==> src/rtl/dec_skid.sv <==
// rtl/dec_skid.sv - registered binary-to-one-hot decoder with a 2-entry skid buffer
// Decode happens at the input; OUT and SKD hold {err, one-hot} so outputs come straight from flops.
module dec_skid #(
  parameter int W = 8,
  localparam int IW = $clog2(W)
) (
  input  logic          clk,
  input  logic          rst,
  input  logic          i_valid,
  input  logic [IW-1:0] i_x,
  output logic          o_ready,
  output logic          o_valid,
  output logic [W-1:0]  o_y,
  output logic          o_err,
  input  logic          i_ready,
  output logic [1:0]    o_count
);

  typedef enum logic [1:0] {EMPTY, ONE, FULL} state_t;

  localparam logic [IW:0] W_ENC = (IW+1)'(W);

  state_t     state_q, state_d;
  logic [W:0] out_q, out_d;
  logic [W:0] skd_q, skd_d;
  logic       valid_q, valid_d;
  logic       ready_q, ready_d;
  logic [1:0] count_q, count_d;
  logic       in_acc, out_acc;
  logic [W:0] dec;

  function automatic logic [W:0] decode(input logic [IW-1:0] idx);
    logic [W:0] r;
    r = '0;
    for (int k = 0; k < W; k++) begin
      r[k] = ({1'b0, idx} == (IW+1)'(k));
    end
    r[W] = ({1'b0, idx} >= W_ENC);
    return r;
  endfunction

  always_comb begin
    in_acc  = i_valid & ready_q;
    out_acc = valid_q & i_ready;
    dec     = decode(i_x);
    state_d = state_q;
    out_d   = out_q;
    skd_d   = skd_q;
    case (state_q)
      EMPTY: begin
        if (in_acc) begin
          out_d   = dec;
          state_d = ONE;
        end
      end
      ONE: begin
        if (in_acc && !out_acc) begin
          skd_d   = dec;
          state_d = FULL;
        end else if (in_acc && out_acc) begin
          out_d = dec;
        end else if (out_acc) begin
          state_d = EMPTY;
        end
      end
      FULL: begin
        // Ready is low here, so only a pop can happen.
        if (out_acc) begin
          out_d   = skd_q;
          state_d = ONE;
        end
      end
      default: state_d = EMPTY;
    endcase
    valid_d = (state_d != EMPTY);
    ready_d = (state_d != FULL);
    count_d = (state_d == FULL) ? 2'd2 : (state_d == ONE) ? 2'd1 : 2'd0;
  end

  always_ff @(posedge clk or posedge rst) begin
    if (rst) begin
      state_q <= EMPTY;
      out_q   <= '0;
      skd_q   <= '0;
      valid_q <= 1'b0;
      ready_q <= 1'b1;
      count_q <= 2'd0;
    end else begin
      state_q <= state_d;
      out_q   <= out_d;
      skd_q   <= skd_d;
      valid_q <= valid_d;
      ready_q <= ready_d;
      count_q <= count_d;
    end
  end

  assign o_valid = valid_q;
  assign o_ready = ready_q;
  assign o_count = count_q;
  assign o_y     = out_q[W-1:0];
  assign o_err   = out_q[W];

endmodule

==> config.mk <==
export PLATFORM = sky130hd
export DESIGN_NAME = dec_skid
export DESIGN_NICKNAME = d
export VERILOG_FILES = /design/src/rtl/dec_skid.sv
export SDC_FILE = /design/constraint.sdc
export NUM_CORES = 1
export LEC_CHECK = 0
export CAP_MARGIN = 20
export CORE_MARGIN = 4
export CORE_UTILIZATION = 40
export CTS_CLUSTER_SIZE = 28
export DETAILED_ROUTE_END_ITERATION = 8
export GPL_ROUTABILITY_DRIVEN = 1
export PLACE_DENSITY_LB_ADDON = 0.25
export SLEW_MARGIN = 20
export SYNTH_ARGS = -nofsm -noshare
export SYNTH_HDL_FRONTEND = slang
export SYNTH_SLANG_ARGS = --single-unit
==> constraint.sdc <==
create_clock -name clk -period 1.55 [get_ports clk]
set_clock_uncertainty 0.05 [all_clocks]
set_input_delay 0.3875 -clock clk [delete_from_list [all_inputs] [get_ports clk]]
set_output_delay 0.3875 -clock clk [all_outputs]
set_load 0.01 [all_outputs]
==> run metrics, run 1 <==
status=finished, final reports clean; Slowest-stage cell, CP=clkdlybuf4s50_1; mapped cell area=0.00107 mm^2; fin crit share=97.9%; Yosys top cell by area=dfrtp_1; CP Capture Type=flip-flop; most common cell after layout, fill and taps aside=nand2_1; critical path's largest stage delay=0.44 ns; worst flop-to-flop path startpoint=state_q[0]; Inst Count DP=147; root buffer cell=clkbuf_4; EDFF count, synth=0; count of cell types in the netlist=28; FF-to-FF path depth=5; final core occ=54.5%; Initial Util=42.6%; r2r endpoint=out_q[5]; max-slew violations=0; Max Cap Viol=0; worst hold path class=in2async; critical path required time=1.71 ns; grt total ovfl=0; Pre-antenna DRT Iters=4; setup_tns=0 ns; via/cell ratio=4.96; clk sinks=22; CTS max path bufs=2; Max VDD drop=1090 uV; routed via count=764; # fillers=232; minimum clock period=1.52 ns; mean post-synth cell area=10.6 um^2; WL/cell=12.7 um; Worst-Skew Late Latency=0.30 ns; Clk pin slew, worst setup/hold paths=0.13 ns; H-tree levels=1; Clk pwr share=18.0%; final worst slack=0.0328 ns; Comb pwr share=41.8%; CP Launch Type=input pin; most frequent cells in the layout=nand2_1 (24), dfrtp_1 (19), dlygate4sd2_1 (11); share of cells above drive strength 1=27.4%; Chip Width=59.6 um; DRC viols=0; Peak Freq=659 MHz; FF+latch count, synth=22; Post-DP HPWL=1420 um; part of the power in registers=40.2%; Pwr Density=1790 mW/mm^2; Die Y=59.6 um; largest net degree at the start of global routing=18; sw frac=33.0%; IO buf count=18; Mapped Cells=101; I/O pins=20; Syn Nets=108; Post-DRT Antenna Nets=0; Leak=0.661 nW; top_reg_cell synth=dfrtp_1; drt first-iter violations=11; synth warn=0; R2R setup slack=0.08 ns; register area share after synthesis=51.8%; Setup violations, final=0; Synth top area share=49.3%; core area=0.00250 mm^2; Crit Path Class=in2reg; Non-Filler Instances=154; ANT cells=0; WP data arrival=1.67 ns; switching power=803 uW; vias in the first global route=793; Place WS=-0.383 ns; Power Internal=1.63 mW; GP Congestion=0.787; CTS tree=done; Async S/R FF share, synth=100%; area grow syn2layout=27.7%; crit path max fanout=5; Hold Slack=0.255 ns; gr usage total=12.8%; hold_buf cts=0; Row Count=18; global-route wire length before repair=3470 um; initial antenna violation count=0; nets=132; critical-path cell list=clkdlybuf4s50_1 -> nand2_4 -> o21ai_4 -> a31oi_4 -> buf_6 -> mux2_2; Die ar.=0.00356 mm^2; synth top area cells=dfrtp_1 (49%), mux2_2 (11%), nand2_1 (8.8%); Inserted Clock Buffers=3; final WL=1960 um; Hold Violations, Final=0
-- flip-flops by register name (all words and copies together) (netlist names) --
register and count:
o_valid 1, out_q 8, state_q 2, o_count 2, o_ready 1, skd_q 8
-- per-layer routing --
| layer | up-vias | global-route usage, % | wire length (um) |
|---|---|---|---|
| li1 | 389 | - | - |
| met1 | 359 | 16.3 | 957 |
| met2 | 14 | 21.7 | 900 |
| met3 | 2 | 1.96 | 88 |
| met4 | 0 | 4.75 | 15 |
| met5 | - | 0 | 0 |
-- synthesized netlist by cell type, types with 2 or more instances --
cell       n
buf_2      2
clkbuf_8   2
mux2_2    10
o41ai_1    2
nand2_1   25
nor3b_1    2
o22ai_1    2
dfrtp_1   21
inv_1      2
nand3b_1   2
nand3_1    2
o21ai_0    9
nor2_1     3
o31ai_1    2
buf_6      2
-- cell families (layout without fill, tap and decap cells) --
| group | Yosys count | count (layout) | share of synthesized area (%) |
|---|---|---|---|
| other | 1 | 1 | 0.352 |
| buffers and inverters | 11 | 34 | 7.86 |
| flip-flops | 22 | 22 | 51.8 |
| multiplexers | 10 | 10 | 10.6 |
| AND/OR/NAND/NOR | 38 | 38 | 16.8 |
| AO/OA/AOI/OAI | 19 | 19 | 12.7 |
-- worst max-delay path: cells and delay by family --
family | cells | cell delay, ns
AOI/OAI and AO/OA | 2 | 0.25
buffers and inverters | 2 | 0.58
muxes | 1 | 0.33
and+or+nand+nor | 1 | 0.12
-- timing repair --
action / 4_1_cts / 5_1_grt
gates resized for setup: 15 / 9
setup buffers: 3 / 0
hold endpoints to repair: 0 / 0
pin swaps: 1 / 1
setup endpoints to repair: 20 / 13
-- final cells by class --
cell class	count	area (um^2)	share of cell area, %
timing repair buffer	28	259	19.0
clock buffer	3	22.5	1.65
multi-input combinational	68	450	33.1
clock inverter	1	30.0	2.21
inverter	2	7.51	0.551
tap	30	37.5	2.76
sequential	22	554	40.7
-- metrics by stage --
stage                     total power, mW  area, um^2
after global placement               1.95        1270
after detailed placement             1.98        1270
after global routing                 2.62        1360
final                                2.43        1360
after floorplan                      1.60        1070
after CTS                            2.42        1340
-- worst max path at each step --
stage | from | cells after the start | slack, ns | endpoint
after floorplan | o_ready | 4 | 0.06 | out_q[0]
after global placement | i_valid | 5 | -0.36 | out_q[2]
after detailed placement | i_valid | 5 | -0.38 | out_q[4]
after CTS | o_ready | 5 | 0.01 | out_q[5]
after global routing | o_ready | 4 | -0.03 | skd_q[4]
final | i_valid | 6 | 0.03 | out_q[5]
-- power by group through the flow --
stage	clock [mW]	sequential [mW]	combinational (mW)
finish	0.437	0.980	1.02
global route	0.474	1.02	1.12
CTS	0.455	0.967	0.993
detailed placement	0	0.992	0.991
global placement	0	0.978	0.975
floorplan	0	1.01	0.585
Note: power is estimated with default switching activity, not from simulation.
==> inputs of run 2 (changes only) <==
--- a/config.mk
+++ b/config.mk
@@ -5,13 +5,15 @@
 export SDC_FILE = /design/constraint.sdc
 export NUM_CORES = 1
 export LEC_CHECK = 0
+export ABC_CLOCK_PERIOD_IN_PS = 1550
 export CAP_MARGIN = 20
 export CORE_MARGIN = 4
 export CORE_UTILIZATION = 40
+export CTS_CLUSTER_DIAMETER = 40
 export CTS_CLUSTER_SIZE = 28
 export DETAILED_ROUTE_END_ITERATION = 8
 export GPL_ROUTABILITY_DRIVEN = 1
-export PLACE_DENSITY_LB_ADDON = 0.25
+export PLACE_DENSITY = 0.66
 export SLEW_MARGIN = 20
 export SYNTH_ARGS = -nofsm -noshare
 export SYNTH_HDL_FRONTEND = slang
==> run 2 against run 1 <==
Worst hold slack better by 0.10 ns. Global-route usage up 1.3 points. Combinational power up 5%. First-iteration DRC count up 110%. Non-clock buffer count up 2.
==> run metrics, run 2 (same netlist as run 1, synthesis figures left out) <==
status=finished, final reports clean; Worst-Skew Late Latency=0.29 ns (about the same); via/cell ratio=5.12 (+3.1%); initial antenna violation count=0 (unchanged); Pre-antenna DRT Iters=4 (unchanged); critical-path cell list=clkdlybuf4s50_1 -> nand2_2 -> nand4bb_4 -> buf_4 -> mux2_2; # fillers=241 (+3.9%); critical path required time=1.69 ns (-0.02 ns); WP data arrival=1.65 ns (-0.02 ns); clk sinks=22 (unchanged); largest net degree at the start of global routing=23 (+5); Leak=0.648 nW (-1.9%); Peak Freq=661 MHz (+0.31%); ANT cells=0 (unchanged); global-route wire length before repair=3790 um (+9.2%); Slowest-stage cell, CP=clkdlybuf4s50_1; H-tree levels=1 (unchanged); Max VDD drop=813 uV (-25%); Crit Path Class=in2reg; Die ar.=0.00356 mm^2 (unchanged); Final Cell Area=0.00134 mm^2 (-1.5%); Inserted Clock Buffers=3 (unchanged); final WL=2050 um (+4.7%); Max Cap Viol=0 (unchanged); max-slew violations=0 (unchanged); final core occ=53.7% (-0.80 points); area grow syn2layout=25.8%; Clk pin slew, worst setup/hold paths=0.12 ns (about the same); Post-DP Area=0.00128 mm^2 (+0.79%); vias in the first global route=851 (+7.3%); drt first-iter violations=23 (+12); share of cells above drive strength 1=27.0% (-0.44 points); IO buf count=18 (unchanged); setup_tns=0 ns (unchanged); grt total ovfl=0 (unchanged); CTS tree=done; final worst slack=0.0374 ns (+0.00465 ns); DRC viols=0 (unchanged); Hold Violations, Final=0 (unchanged); Setup violations, final=0 (unchanged); Pwr Density=1710 mW/mm^2 (-4.4%); I/O pins=20 (unchanged); Post-DRT Antenna Nets=0 (unchanged); Seq. cell area=552 um^2 (-0.45%); CTS max path bufs=2 (unchanged); Multi-input gate area=454 um^2 (+0.83%); top flop regs=out_q: 8 flops, skd_q: 8 flops; WL/cell=13.2 um (+3.4%); worst hold path class=in2async; most common cell after layout, fill and taps aside=nand2_1; most frequent cells in the layout=nand2_1 (24), dfrtp_1 (21), dlygate4sd2_1 (11), buf_4 (11), mux2_2 (10); minimum clock period=1.51 ns (-0.00465 ns); Chip Width=59.6 um (unchanged); fin crit share=97.6% (-0.30 points); Row Count=18 (unchanged); CP Launch Type=input pin; Place WS=-0.383 ns (-0.0000860 ns); nets=134 (+1.5%); routed via count=798 (+4.5%); Die Y=59.6 um (unchanged); hold_buf cts=0 (unchanged); core area=0.00250 mm^2 (unchanged); root buffer cell=clkbuf_4; CP Capture Type=flip-flop; GP Congestion=0.729 (-7.3%); FF-to-FF path depth=4 (-1); critical path's largest stage delay=0.47 ns (+0.03 ns); gr usage total=14.1% (+1.3 points); R2R setup slack=0.06 ns (-0.02 ns); Post-DP HPWL=1490 um (+5.2%); crit path max fanout=10 (+5); Initial Util=42.6% (unchanged)
-- run 2: cell types whose count changed in the layout (fill, tap and decap cells not counted), sizes merged --
| cell | delta |
|---|---|
| clkdlybuf4s50 | +1 |
| clkbuf | +2 |
| bufinv | -1 |
| dlymetal6s2s | -1 |
| buf | +1 |
-- run 2: area by class of cell --
| cell class | instances | share of cell area [%] |
|---|---|---|
| sequential | 22 | 41.1 |
| multi-input combinational | 68 | 33.9 |
| timing repair buffer | 30 | 19.7 |
| tap | 30 | 2.80 |
| clock buffer | 4 | 1.96 |
| inverter | 2 | 0.560 |
-- run 2: final timing paths --
check                      startpoint  endpoint
max                           i_valid  skd_q[2]
min                               rst  out_q[4]
max reg2reg                   o_ready  skd_q[2]
min reg2reg                  skd_q[0]  skd_q[0]
max in group asynchronous         rst   o_ready
min in group clk             skd_q[0]  skd_q[0]
-- run 2: per-layer routing --
layer  up-vias  part of all wire (%)  GRT usage, %
met5         -                     0             0
li1        390                     -             -
met2        22                    52          23.2
met1       384                    43          17.7
met3         2                   4.6          2.61
met4         0                  0.68          6.96
-- run 2: what timing repair did --
item,4_1_cts,5_1_grt
buffers inserted,2,0
gates resized for setup,14,3
pin swaps,1,0
endpoints found under the setup margin,20,13
-- run 2: through the flow --
| step | std cells | hold WS, ns | power, mW |
|---|---|---|---|
| 2_1_floorplan | 101 | 0.326 | 1.60 |
| 3_3_place_gp | 150 | 0.407 | 1.97 |
| 3_5_place_dp | 150 | 0.419 | 2.02 |
| 4_1_cts | 156 | 0.357 | 2.30 |
| 5_1_grt | 156 | 0.370 | 2.48 |
| 6_report | 156 | 0.359 | 2.29 |
-- run 2: critical path, delay by kind of cell --
family / cells / cell delay, ns
AND/OR/NAND/NOR: 2 / 0.33
buffers and inverters: 2 / 0.65
multiplexers: 1 / 0.28
-- run 2: where the power goes --
group	total, mW	switching, mW	leakage, nW	internal [mW]
Clock	0.266	0.166	0.0150	0.100
Sequential	0.960	0.136	0.289	0.824
Combinational	1.07	0.502	0.345	0.564
==> inputs of run 3 (changes only) <==
--- a/config.mk
+++ b/config.mk
@@ -7,10 +7,10 @@
 export LEC_CHECK = 0
 export ABC_CLOCK_PERIOD_IN_PS = 1550
 export CAP_MARGIN = 20
+export CORE_ASPECT_RATIO = 1.1
 export CORE_MARGIN = 4
 export CORE_UTILIZATION = 40
 export CTS_CLUSTER_DIAMETER = 40
-export CTS_CLUSTER_SIZE = 28
 export DETAILED_ROUTE_END_ITERATION = 8
 export GPL_ROUTABILITY_DRIVEN = 1
 export PLACE_DENSITY = 0.66
==> run 3 against run 2 <==
Count of clock-buffer cells in the layout unchanged. Cell area up 0.65%. Critical path depth unchanged. Highest routed layer unchanged.
==> run metrics, run 3 (same netlist as run 1, synthesis figures left out) <==
IO buf count=18 (unchanged); Max VDD drop=1010 uV (+24%); crit path max fanout=5 (-5); nets=134 (unchanged); CP Capture Type=flip-flop; FF-to-FF path depth=5 (+1); Post-DP Area=0.00129 mm^2 (+0.68%); most frequent cells in the layout=nand2_1 (24), dfrtp_1 (19), dlygate4sd2_1 (12); Peak Freq=671 MHz (+1.6%); final WL=2050 um (about the same); Multi-input gate area=462 um^2 (+1.7%); routed via count=782 (-2.0%); root buffer cell=clkbuf_4; vias in the first global route=817 (-4.0%); Place WS=-0.423 ns (-0.0406 ns); share of cells above drive strength 1=29.4% (+2.4 points); Seq. cell area=554 um^2 (+0.45%); critical path's largest stage delay=0.57 ns (+0.10 ns); global-route wire length before repair=3560 um (-6.0%); Buf/Inv on CP=1 (-1); Hold Violations, Final=0 (unchanged); # fillers=245 (+1.7%); Pwr Density=1710 mW/mm^2 (about the same); critical path required time=1.71 ns (+0.02 ns); most common cell after layout, fill and taps aside=nand2_1; Inserted Clock Buffers=3 (unchanged); CTS tree=done; via/cell ratio=4.98 (-2.6%); drt first-iter violations=12 (-48%); final worst slack=0.0606 ns (+0.0232 ns); fin crit share=96.1% (-1.5 points); minimum clock period=1.49 ns (-0.0232 ns); initial antenna violation count=0 (unchanged); core area=0.00252 mm^2 (+0.80%); Row Count=19 (+1); Post-DRT Antenna Nets=0 (unchanged); gr usage total=12.7% (-1.5 points); Chip Width=57.2 um (-4.0%); Final Cell Area=0.00135 mm^2 (+0.65%); max-slew violations=0 (unchanged); CP Depth=5 (unchanged); GP Congestion=0.733 (+0.51%); Comb pwr share=45.5% (-1.0 points); Slowest-stage cell, CP=dfstp_2; I/O pins=20 (unchanged); CP Launch Type=flip-flop; WL/cell=13.1 um (-0.69%); DRC viols=0 (unchanged); critical-path cell list=nand2_4 -> nor3_4 -> a31oi_4 -> buf_6 -> mux2_2; Post-DP HPWL=1460 um (-2.4%); Setup violations, final=0 (unchanged); switching power=815 uW (+1.4%); Max Cap Viol=0 (unchanged); Pre-antenna DRT Iters=4 (unchanged); hold_buf cts=0 (unchanged); top flop regs=out_q: 8 flops, skd_q: 8 flops; Leak=0.653 nW (+0.79%); largest net degree at the start of global routing=23 (unchanged); Crit Path Class=reg2reg; Clk pwr share=11.9% (+0.3 points); largest delay contributor family on the critical path=flip-flops; WP data arrival=1.65 ns (about the same); Die Y=62.1 um (+4.2%); part of the power in registers=42.6% (+0.7 points); Die ar.=0.00356 mm^2 (about the same); Clk pin slew, worst setup/hold paths=0.12 ns (about the same); Power Internal=1.49 mW (+0.31%); Initial Util=42.3% (-0.34 points); worst hold path class=in2async; status=finished, final reports clean; H-tree levels=1 (unchanged); Worst-Skew Late Latency=0.31 ns (+0.02 ns); sw frac=35.3% (+0.24 points); grt total ovfl=0 (unchanged); ANT cells=0 (unchanged); area grow syn2layout=26.6%; clk sinks=22 (unchanged); CTS max path bufs=2 (unchanged)
run 3: cell types whose count changed in the layout (fill, tap and decap cells not counted), sizes merged:
cell / change
clkdlybuf4s50: -1
dlygate4sd2: +1
run 3: path summary, 6_finish.rpt:
check	slack (ns)	startpoint	end
max in group asynchronous	0.83	rst	o_ready
max	0.06	o_ready	out_q[4]
max reg2reg	0.06	o_ready	out_q[4]
min	0.35	rst	skd_q[3]
min reg2reg	0.45	skd_q[6]	skd_q[6]
min in group clk	0.45	skd_q[6]	skd_q[6]
run 3: power groups by stage:
stage	registers, mW	clock network (mW)	logic [mW]
after CTS	0.972	0.285	1.02
final	0.984	0.274	1.05
after floorplan	1.01	0	0.585
after global placement	0.982	0	1.03
after detailed placement	0.990	0	1.05
after global routing	1.02	0.307	1.16
run 3: through the flow:
stage	std cells	util (%)	power [mW]	setup TNS (ns)	hold WS (ns)
floorplan	101	-	1.60	0	0.326
CTS	157	52.5	2.28	0	0.354
global placement	152	51.2	2.01	-5.10	0.410
finish	157	53.6	2.31	0	0.346
detailed placement	152	51.2	2.04	-5.54	0.424
global route	157	53.6	2.48	-0.00408	0.379
run 3: final cells by class:
cell class,instances,share of cell area (%)
timing repair buffer,30,19.4
inverter,2,0.556
multi-input combinational,68,34.2
clock buffer,4,1.95
sequential,22,41.1
tap,31,2.87
run 3: layer usage:
| layer | track usage [%] | vias to the layer above | wire length (um) |
|---|---|---|---|
| li1 | - | 392 | - |
| met1 | 15.4 | 367 | 913 |
| met2 | 21.0 | 17 | 1020 |
| met3 | 2.28 | 6 | 77 |
| met4 | 6.67 | 0 | 39 |
| met5 | 0 | - | 0 |
run 3: tightest hold or removal path, stage by stage:
cell	delay, ns
clkdlybuf4s50_1	0.39
inv_1	0.05
buf_4	0.27
run 3: what timing repair did:
action                                  CTS  global route
resized for setup                        18             8
setup buffers                             1             1
endpoints found under the setup margin   20            13
pin swaps                                 1             3
